<file path="config.mk">
export PLATFORM = sky130hd
export DESIGN_NAME = serial_frame_rx
export DESIGN_NICKNAME = d
export VERILOG_FILES = /design/src/rtl/serial_frame_rx.sv
export SDC_FILE = /design/constraint.sdc
export NUM_CORES = 1
export LEC_CHECK = 0
export ABC_AREA = 1
export CAP_MARGIN = 20
export CORE_UTILIZATION = 55
export DETAILED_ROUTE_END_ITERATION = 6
export GPL_TIMING_DRIVEN = 0
export PLACE_DENSITY = 0.77
export SYNTH_ARGS = -nofsm -noshare
export SYNTH_HDL_FRONTEND = slang
export SYNTH_SLANG_ARGS = --single-unit
</file>
<file path="constraint.sdc">
create_clock -name clk -period 1.9 [get_ports clk]
set_clock_uncertainty 0.1 [all_clocks]
set_input_delay 0.38 -clock clk [delete_from_list [all_inputs] [get_ports clk]]
set_output_delay 0.38 -clock clk [all_outputs]
set_load 0.05 [all_outputs]
</file>
<file path="src/rtl/serial_frame_rx.sv">
// Serial frame receiver: hunts for a sync pattern in the flopped bit stream, then
// shifts in WIDTH data bits MSB-first and optionally checks a trailing even-parity bit.
module serial_frame_rx #(
   parameter int unsigned         WIDTH     = 8,
   parameter int unsigned         SYNC_LEN  = 4,
   parameter logic [SYNC_LEN-1:0] SYNC      = 4'b1011,
   parameter bit                  PARITY_EN = 1'b1
) (
   input  logic             clk,
   input  logic             rst,
   input  logic             en,
   input  logic             d,
   output logic [WIDTH-1:0] data_out,
   output logic             valid,
   output logic             parity_err,
   output logic             busy
);

   localparam int unsigned CNT_W  = $clog2(WIDTH) + 1;
   localparam int unsigned HCNT_W = $clog2(SYNC_LEN + 1);

   localparam logic [CNT_W-1:0]  LAST_BIT = CNT_W'(WIDTH - 1);
   localparam logic [HCNT_W-1:0] HUNT_MIN = HCNT_W'(SYNC_LEN - 1);
   localparam logic [HCNT_W-1:0] HUNT_MAX = HCNT_W'(SYNC_LEN);

   typedef enum logic [1:0] {
      HUNT   = 2'd0,
      DATA   = 2'd1,
      PARITY = 2'd2
   } state_t;

   state_t              state_q,  state_d;
   logic [SYNC_LEN-1:0] window_q, window_d;
   logic [HCNT_W-1:0]   hcnt_q,   hcnt_d;
   logic [WIDTH-1:0]    shreg_q,  shreg_d;
   logic [CNT_W-1:0]    bcnt_q,   bcnt_d;
   logic [WIDTH-1:0]    data_q,   data_d;
   logic                perr_q,   perr_d;
   logic                valid_q,  valid_d;
   logic                busy_q,   busy_d;

   logic [SYNC_LEN-1:0] window_shift;

   // NOTE: every variable gets its hold value before the case so no path leaves
   // one unassigned; that is what keeps this block free of inferred latches.
   always_comb begin
      state_d      = state_q;
      window_d     = window_q;
      hcnt_d       = hcnt_q;
      shreg_d      = shreg_q;
      bcnt_d       = bcnt_q;
      data_d       = data_q;
      perr_d       = perr_q;
      valid_d      = 1'b0;
      window_shift = {window_q[SYNC_LEN-2:0], d};

      if (en) begin
         unique case (state_q)
            HUNT: begin
               window_d = window_shift;
               if (hcnt_q != HUNT_MAX) begin
                  hcnt_d = hcnt_q + HCNT_W'(1);
               end
               // Requiring SYNC_LEN-1 prior bits stops stale zeros in the cleared window matching.
               if ((hcnt_q >= HUNT_MIN) && (window_shift == SYNC)) begin
                  state_d  = DATA;
                  bcnt_d   = '0;
                  window_d = '0;
                  hcnt_d   = '0;
               end
            end
            DATA: begin
               shreg_d = {shreg_q[WIDTH-2:0], d};
               bcnt_d  = bcnt_q + CNT_W'(1);
               if (bcnt_q == LAST_BIT) begin
                  if (PARITY_EN) begin
                     state_d = PARITY;
                  end else begin
                     data_d  = shreg_d;
                     perr_d  = 1'b0;
                     valid_d = 1'b1;
                     state_d = HUNT;
                  end
               end
            end
            PARITY: begin
               data_d  = shreg_q;
               perr_d  = d ^ (^shreg_q);
               valid_d = 1'b1;
               state_d = HUNT;
            end
            default: begin
               state_d = HUNT;
            end
         endcase
      end

      busy_d = (state_d != HUNT);
   end

   // NOTE: state registers use non-blocking assignments so every flop samples the
   // pre-edge values; blocking here would let order of statements change behaviour.
   // NOTE: the shift register is small and reset explicitly, so a mid-frame reset
   // leaves no residue of the aborted frame anywhere in the datapath.
   always_ff @(posedge clk or posedge rst) begin
      if (rst) begin
         state_q  <= HUNT;
         window_q <= '0;
         hcnt_q   <= '0;
         shreg_q  <= '0;
         bcnt_q   <= '0;
         data_q   <= '0;
         perr_q   <= 1'b0;
         valid_q  <= 1'b0;
         busy_q   <= 1'b0;
      end else begin
         state_q  <= state_d;
         window_q <= window_d;
         hcnt_q   <= hcnt_d;
         shreg_q  <= shreg_d;
         bcnt_q   <= bcnt_d;
         data_q   <= data_d;
         perr_q   <= perr_d;
         valid_q  <= valid_d;
         busy_q   <= busy_d;
      end
   end

   assign data_out   = data_q;
   assign valid      = valid_q;
   assign parity_err = perr_q;
   assign busy       = busy_q;

endmodule

</file>
# After elaboration in Yosys (flattened, before gate mapping)
# Index checks and enable logic that the tools add are counted.
dict set report word_totals {
  ff_bits 31
  inputBits 4
  out_inout_bits 11
}
dict set report classes {
  bitwise_logic 1
  addsub 2
  mux 11
  reduce_logical 11
  eq_ne 6
  order_cmp 1
}
# operator n
set op_table {}
lappend op_table {{3-bit 2-to-1 mux} 3}
lappend op_table {{4-bit one-hot mux with 2 select lines} 1}
lappend op_table {{8-bit XOR reduction} 1}
lappend op_table {{2-bit 2-to-1 mux} 3}
lappend op_table {{2-bit AND reduction} 3}
lappend op_table {{3-bit AND reduction} 2}
lappend op_table {{2-bit nonzero test} 3}
lappend op_table {{4-bit by 1-bit adder with 4-bit output, second input constant} 1}
lappend op_table {{4-bit by 3-bit == test with 1-bit output, second input constant} 1}
lappend op_table {{4-bit == test, second input constant} 1}
lappend op_table {{4-bit 2-to-1 mux} 1}
lappend op_table {{2-bit one-hot mux with 2 select lines} 1}
lappend op_table {{3-bit by 1-bit adder with 3-bit output, second input constant} 1}
lappend op_table {{3-bit by 2-bit >= comparator with 1-bit output, second input constant} 1}
lappend op_table {{3-bit != test, second input constant} 1}
lappend op_table {{2-bit by 1-bit == test with 1-bit output, second input constant} 1}
lappend op_table {{2-bit == test, second input constant} 1}
lappend op_table {{2-bit zero test} 1}
lappend op_table {{1-bit 2-to-1 mux} 2}
lappend op_table {{2-bit != test, second input constant} 1}
lappend op_table {{1-bit logical AND} 1}
lappend op_table {{1-bit XOR} 1}

# Longest topological paths before layout
# Gate-level depths: netlist of run 1.
dict set report depth {
  depth_word 6
  ltp_mapped 10
  depth_no_buf 10
}

# Worst setup path before layout of run 1
# Ideal clock, no wire load.
dict set report synth_timing {
  path_type {flip-flop to flip-flop}
  startpoint {reg hcnt_q[0]}
  endpoint {reg hcnt_q[2]}
  setup_slack_ns 0.429
  setup_ns 0.083
  stages_incl_launch_ff 10
  arrival_ns 1.288
  required_time_ns 1.717
  path_buffers 0
  period_less_slack_ns 1.471
  path_cell_list {dfrtp_1 ha_1 ha_1 nor2_1 nand2_1 nand2_2 nand3_1 nand2_1 nand2_1 o21ai_0}
}
dict set report synth_between {
  elab_chain_len 4
}
# item line_no
set synth_rtl {}
lappend synth_rtl {{start: declaration} 34} ;# logic [HCNT_W-1:0] hcnt_q, hcnt_d;
lappend synth_rtl {{start signal: assignment} 119} ;# hcnt_q <= hcnt_d;
lappend synth_rtl {{3-bit by 2-bit >= comparator with 1-bit output} 65} ;# if ((hcnt_q >= HUNT_MIN) && (window_shift == SYNC)) begin
lappend synth_rtl {{1-bit logical AND} 65}
lappend synth_rtl {{2-bit nonzero test (no line)} n/a}
lappend synth_rtl {{3-bit AND reduction (no line)} n/a}
# Several ways; a longest one is shown, not always the timed one. The select of a mux whose other input is x is not followed.
# A chain may end at the register's enable or synchronous reset.

# Worst setup path in the final report of run 1
dict set report layout_timing {
  startpoint {reg data_q[0] (netlist: data_out[0])}
  endpoint {out data_out[0]}
}
# item line_no
set layout_lines {}
lappend layout_lines {{start: declaration} 37} ;# logic [WIDTH-1:0] data_q, data_d;
lappend layout_lines {{start signal: assignment} 122} ;# data_q <= data_d;
lappend layout_lines {{end: declaration} 13} ;# output logic [WIDTH-1:0] data_out,
# No word-level cell between the ends.

==> results of run 1 <==
[power groups by stage]
stage,combinational [W],sequential [W],clock (W)
2_1_floorplan,0.000619,0.00107,0
3_3_place_gp,0.000818,0.00101,0
5_1_grt,0.000985,0.00105,0.000484
3_5_place_dp,0.000872,0.00103,0
6_report,0.000852,0.00102,0.000450
4_1_cts,0.000864,0.00102,0.000455
[final cells by class]
| type | count | share of cell area, % |
|---|---|---|
| sequential | 31 | 43.6 |
| inverter | 26 | 5.63 |
| timing repair buffer | 15 | 8.65 |
| tap | 30 | 2.11 |
| buffer | 2 | 1.27 |
| multi-input combinational | 112 | 34.9 |
| clock buffer | 8 | 3.87 |
[metrics by stage]
stage	utilization [%]	std cells	hold WS (ns)	cell area (um^2)	power, W
after global placement	66.7	215	0.364	1700	0.00183
final	69.9	224	0.266	1780	0.00232
after detailed placement	67.7	216	0.367	1720	0.00190
after floorplan	-	171	0.367	1520	0.00169
after CTS	69.9	224	0.279	1780	0.00233
after global routing	69.9	224	0.311	1780	0.00252
[worst min path at each step]
stage	startpoint	end	slack, ns	depth (start not counted)
finish	rst	data_out[4]	0.27	2
global route	rst	shreg_q[4]	0.31	2
CTS	rst	data_out[0]	0.28	2
detailed placement	data_out[3]	data_out[3]	0.37	2
global placement	data_out[3]	data_out[3]	0.36	2
floorplan	bcnt_q[1]	bcnt_q[1]	0.37	2
[cells in the final DEF (no fill, tap or decap), drive strengths merged, types with 2 or more instances in the layout]
cell type      synthesis  layout
buf                    2       3
clkbuf                 0       8
clkdlybuf4s50          0       3
dfrtp                 31      31
dlygate4sd2            0      11
ha                     4       4
inv                   26      26
nand2                 59      59
nand3                 10      10
nor2                   8       8
nor3                   3       3
o21ai                 21      21
xor2                   2       2
[flip-flops by register name (all words and copies together) (netlist names)]
signal / cells
parity_err: 1
state_q: 2
shreg_q: 8
data_out: 8
bcnt_q: 4
hcnt_q: 3
valid: 1
busy: 1
window_q: 3
[routing by layer]
layer / GRT usage (%) / wire, um / vias up
li1: - / - / 578
met1: 30.2 / 1310 / 529
met2: 36.4 / 1340 / 21
met3: 10.8 / 116 / 4
met4: 8.12 / 17 / 0
met5: 0 / 0 / -
[timing repair]
item / CTS / global route
endpoints found under the setup margin: 11 / 0
gates resized for setup: 11 / 0
buffers inserted: 0 / 0
hold endpoints to repair: 0 / 0
[cell families (layout without fill, tap and decap cells)]
group / after synthesis / count (layout) / share of synthesized area [%]
flip-flops: 31 / 31 / 51.1
AO/OA/AOI/OAI: 23 / 23 / 9.97
XOR/XNOR: 2 / 2 / 1.15
multiplexers: 1 / 1 / 0.659
adder cells (fa/ha/maj): 4 / 4 / 3.30
buffers and inverters: 28 / 51 / 8.07
AND/OR/NAND/NOR: 82 / 82 / 25.8
==> run_results.csv, run 1 <==
group,metric,value,unit
run_status,status,"finished clean",
logic_synthesis,synth.distinct_cells,23,
grt,grt_pass1_wl,4760,um
setup_path,crit_type,"flop to output port",
setup_path,cp_cell_sequence,"dlygate4sd2_1",
clock_tree,root_buffer,"clkbuf_4",
detailed_routing,drcViolationCount,0,
timing,worst_pin_slew,0.518,ns
setup_path,crit_path_end,"data_out[0]",
setup_path,cpMaxStageDelayCell,"dlygate4sd2_1",
setup_path,critPathMaxStageDelay,0.54,ns
timing,worst_slack,0.181,ns
detailed_routing,wire_per_inst,12.4,um
setup_path,cp_data_arrival_time,1.24,ns
logic_synthesis,synthCells,171,
grt,antenna_found_initial,0,
logic_synthesis,synth.area.top_cells,"dfrtp_1 (51%), nand2_1 (14%), inv_1 (5.2%)",
logic_synthesis,syn_area,0.00152,mm^2
power,clkPwrFrac,19.4,%
power,power_density,1300,mW/mm^2
detailed_routing,firstDrtPassIters,4,
clock_tree,cts_tree,"done",
floorplanning,die_area,0.00298,mm^2
timing,fin_crit,1.72,ns
clock_tree,path_clk_slew,0.10,ns
timing,finalHoldViolCount,0,
setup_path,required,1.42,ns
clock_tree,cts.sinks,31,
timing,max_slew_margin,65.4,%
detailed_routing,drt-vias-per-instance,5.05,
power,vdd_drop_max,1.16,mV
logic_synthesis,syn_avg_cell_area,8.88,um^2
clock_tree,worstSkewPairLatency,0.34,ns
layout,drive_above_1_share,16.0,%
min_path,holdCritPathClass,"input port to asynchronous set/reset pin",
logic_synthesis,yosys.area.top_type,"dfrtp_1",
floorplanning,row_count,18,
timing,slew_viol_final,0,
grt,grt_usage,24.0,%
logic_synthesis,synth-seq-cells,31,
setup_path,worst-path-buf-inv,1,
power,p_sw,0.000950,W
grt,overflow,0,
setup_path,path_max_fanout,2,
logic_synthesis,synthTopCellsByCount,"nand2_1 (56), dfrtp_1 (31), inv_1 (21)",
logic_synthesis,yosysSeqAreaShare,51.1,%
detailed_routing,vias,1132,
grt,grt_pass1_vias,1084,
timing,rsz0062_at_grt,"false",
job,maxCapViolCount,0,
detailed_routing,dr.first_iter.drc_count,25,
clock_tree,cts-htree-levels,2,
grt,grt_max_degree,22,
power,p_seq_share,43.9,%
setup_path,endpoint_kind,"output port",
layout,multi_input_area,621,um^2
floorplanning,start_util,59.7,%
floorplanning,num_io_pins,15,
setup_path,cp.depth,1,
setup_path,worstReg2RegStart,"hcnt_q[0]",
setup_path,cp_top_family,"buffers and inverters",
setup_path,critPathLaunchType,"flop",
floorplanning,dieHeight,54.6,um
clock_tree,clk_path_buf_depth,2,
placement,place_hpwl,2000,um
placement,dp_slack,0.000466,ns
logic_synthesis,synth_most_common_cell,"nand2_1",
power,p_int,0.00137,W
logic_synthesis,postSynth.asyncResetShare,100,%
setup_path,r2r-end,"hcnt_q[2]",
logic_synthesis,yosysWarnings,0,
logic_synthesis,synthFlopType,"dfrtp_1",
layout,regArea,776,um^2
detailed_routing,wl,2790,um
floorplanning,core_area,0.00254,mm^2
power,switching_share,40.9,%
layout,area_growth_syn_to_layout,17.1,%
timing,fin_tns_setup,0,ns
placement,place.gp.congestion,0.846,
setup_path,reg2reg_slack,0.27,ns
timing,min_period_over_period,90.5,%
layout,fill_cells,213,
power,pwr-share-comb,36.7,%
layout,diodes,0,
detailed_routing,ant_nets,0,
timing,setup_viol,0,
logic_synthesis,synth_top_area_share,51.1,%
layout,nNetsFinal,201,
setup_path,setup.worst_path.start,"data_out[0]",
clock_tree,cts-buffers-inserted,5,
power,leakage,0.929,nW
timing,fmax,582,MHz
clock_tree,cts_hold_buf,0,
placement,port_buffers,14,
floorplanning,die_w,54.6,um
logic_synthesis,syn_nets,179,
logic_synthesis,synth-edff-count,0,
setup_path,rr_worst_depth,9,
Note: power is estimated with default switching activity, not from simulation.
==> run 2: changes to the inputs <==
--- a/config.mk
+++ b/config.mk
@@ -7,6 +7,7 @@
 export LEC_CHECK = 0
 export ABC_AREA = 1
 export CAP_MARGIN = 20
+export CORE_MARGIN = 10
 export CORE_UTILIZATION = 55
 export DETAILED_ROUTE_END_ITERATION = 6
 export GPL_TIMING_DRIVEN = 0
==> run 2 against run 1 <==
  * First-iteration DRC count rose by 72%
  * Setup slack better by 0.0048 ns
  * Final cell count unchanged
  * Global-route usage shrank 12 points
  * Critical endpoint is now data_out[6]
  * Clock-buffer cell count stayed put
  * Design area did not move
  * Critical path depth is the same
  * Non-clock buffer count unchanged
  * Sequential cell count unchanged
  * Via count increased by 2.0%
  * Power is 0.29% higher
  * Register-to-register slack got worse by 0.04 ns
==> run_results.csv, run 2 (synthesis gave the netlist of run 1 again) <==
group,metric,value,unit
run_status,status,"finished clean",
setup_path,endpoint_kind,"output port",
clock_tree,worstSkewPairLatency,0.34,ns
layout,area_growth_syn_to_layout,17.1,%
placement,place.gp.congestion,0.840,
grt,grt_max_degree,22,
layout,instances_no_fill,224,
clock_tree,root_buffer,"clkbuf_4",
power,p_sw,0.000956,W
grt,grt_pass1_vias,1194,
power,clkPwrFrac,19.2,%
layout,nNetsFinal,201,
timing,finalHoldViolCount,0,
layout,layout_commonest_cell,"nand2_1",
setup_path,required,1.42,ns
clock_tree,path_clk_slew,0.10,ns
floorplanning,core_area,0.00254,mm^2
setup_path,cp_cell_sequence,"dlygate4sd2_1",
power,p_int,0.00137,W
floorplanning,start_util,59.7,%
layout,diodes,0,
detailed_routing,dr.first_iter.drc_count,43,
setup_path,critPathLaunchType,"flop",
detailed_routing,ant_nets,0,
layout,fill_cells,190,
min_path,holdCritPathClass,"input port to asynchronous set/reset pin",
detailed_routing,vias,1155,
setup_path,worstReg2RegStart,"hcnt_q[0]",
detailed_routing,wire_per_inst,12.8,um
detailed_routing,firstDrtPassIters,4,
floorplanning,die_area,0.00526,mm^2
placement,place_hpwl,2240,um
floorplanning,dieHeight,72.6,um
setup_path,critPathMaxStageDelay,0.53,ns
floorplanning,row_count,18,
setup_path,crit_type,"flop to output port",
setup_path,path_max_fanout,2,
timing,fin_tns_setup,0,ns
power,p_seq_share,43.5,%
timing,worst_pin_slew,0.506,ns
timing,min_period_over_period,90.2,%
layout,mostFrequentLayoutCells,"nand2_1 (56), dfrtp_1 (31), inv_1 (21)",
clock_tree,cts_setup_buffers,0,
setup_path,worst-path-buf-inv,1,
clock_tree,clk_path_buf_depth,2,
setup_path,r2r-end,"hcnt_q[1]",
detailed_routing,wl,2870,um
layout,drive_above_1_share,16.0,%
clock_tree,cts-htree-levels,2,
timing,max_slew_margin,66.2,%
setup_path,cpMaxStageDelayCell,"dlygate4sd2_1",
setup_path,rr_worst_depth,9,
floorplanning,die_w,72.6,um
clock_tree,cts.sinks,31,
job,maxCapViolCount,0,
floorplanning,num_io_pins,15,
power,leakage,0.929,nW
power,power_density,1310,mW/mm^2
clock_tree,cts-buffers-inserted,5,
clock_tree,cts-resized-gates,11,
clock_tree,cts_hold_buf,0,
timing,fmax,583,MHz
power,vdd_drop_max,1.19,mV
grt,antenna_found_initial,0,
power,pwr-share-comb,37.3,%
grt,overflow,0,
grt,grt_pass1_wl,5020,um
setup_path,reg2reg_slack,0.23,ns
detailed_routing,drt-vias-per-instance,5.16,
grt,grt_usage,12.0,%
timing,fin_crit,1.71,ns
detailed_routing,drcViolationCount,0,
setup_path,cp_data_arrival_time,1.23,ns
timing,slew_viol_final,0,
power,switching_share,41.1,%
timing,setup_viol,0,
placement,dp_cells,216,
setup_path,cp_top_family,"buffers and inverters",
timing,rsz0062_at_grt,"false",
placement,port_buffers,14,
clock_tree,cts_tree,"done",
[run 2: cell counts in the layout (fill, tap and decap cells not counted)]
No cell type changed its count.
[run 2: area by class of cell]
type / instances / area [um^2] / area share, %
sequential: 31 / 776 / 43.6
multi-input combinational: 112 / 621 / 34.9
timing repair buffer: 15 / 154 / 8.65
inverter: 26 / 100 / 5.63
clock buffer: 8 / 68.8 / 3.87
tap: 30 / 37.5 / 2.11
buffer: 2 / 22.5 / 1.27
[run 2: routing by layer]
layer / GRT usage [%] / part of all wire (%) / up-vias / wire (um)
met3: 4.22 / 5.3 / 5 / 152
met1: 12.8 / 43 / 545 / 1230
met2: 19.7 / 50 / 19 / 1430
li1: - / - / 586 / -
met5: 0 / 0 / - / 0
met4: 7.38 / 1.8 / 0 / 51
[run 2: worst max path at each step]
stage	cells after the start	endpoint	slack (ns)	from
after floorplan	9	hcnt_q[2]	0.43	hcnt_q[0]
after global placement	8	hcnt_q[0]	0.02	d
after detailed placement	8	hcnt_q[1]	-0.05	d
after CTS	1	data_out[6]	0.17	data_out[6]
after global routing	9	hcnt_q[0]	0.04	hcnt_q[0]
final	1	data_out[6]	0.19	data_out[6]
[run 2: stage by stage]
stage | utilization [%] | hold slack (ns) | total power, W | worst slack (ns) | instance area, um^2
global route | 69.9 | 0.303 | 0.00252 | 0.0428 | 1780
floorplan | - | 0.367 | 0.00169 | 0.429 | 1520
global placement | 66.7 | 0.364 | 0.00184 | 0.0203 | 1700
CTS | 69.9 | 0.276 | 0.00235 | 0.166 | 1780
detailed placement | 67.7 | 0.367 | 0.00192 | -0.0488 | 1720
finish | 69.9 | 0.259 | 0.00233 | 0.186 | 1780
[run 2: power groups by stage]
stage / registers, W / logic (W) / clock network (W)
global placement: 0.00101 / 0.000821 / 0
finish: 0.00101 / 0.000867 / 0.000447
detailed placement: 0.00103 / 0.000892 / 0
CTS: 0.00101 / 0.000878 / 0.000458
floorplan: 0.00107 / 0.000619 / 0
global route: 0.00105 / 0.00100 / 0.000474
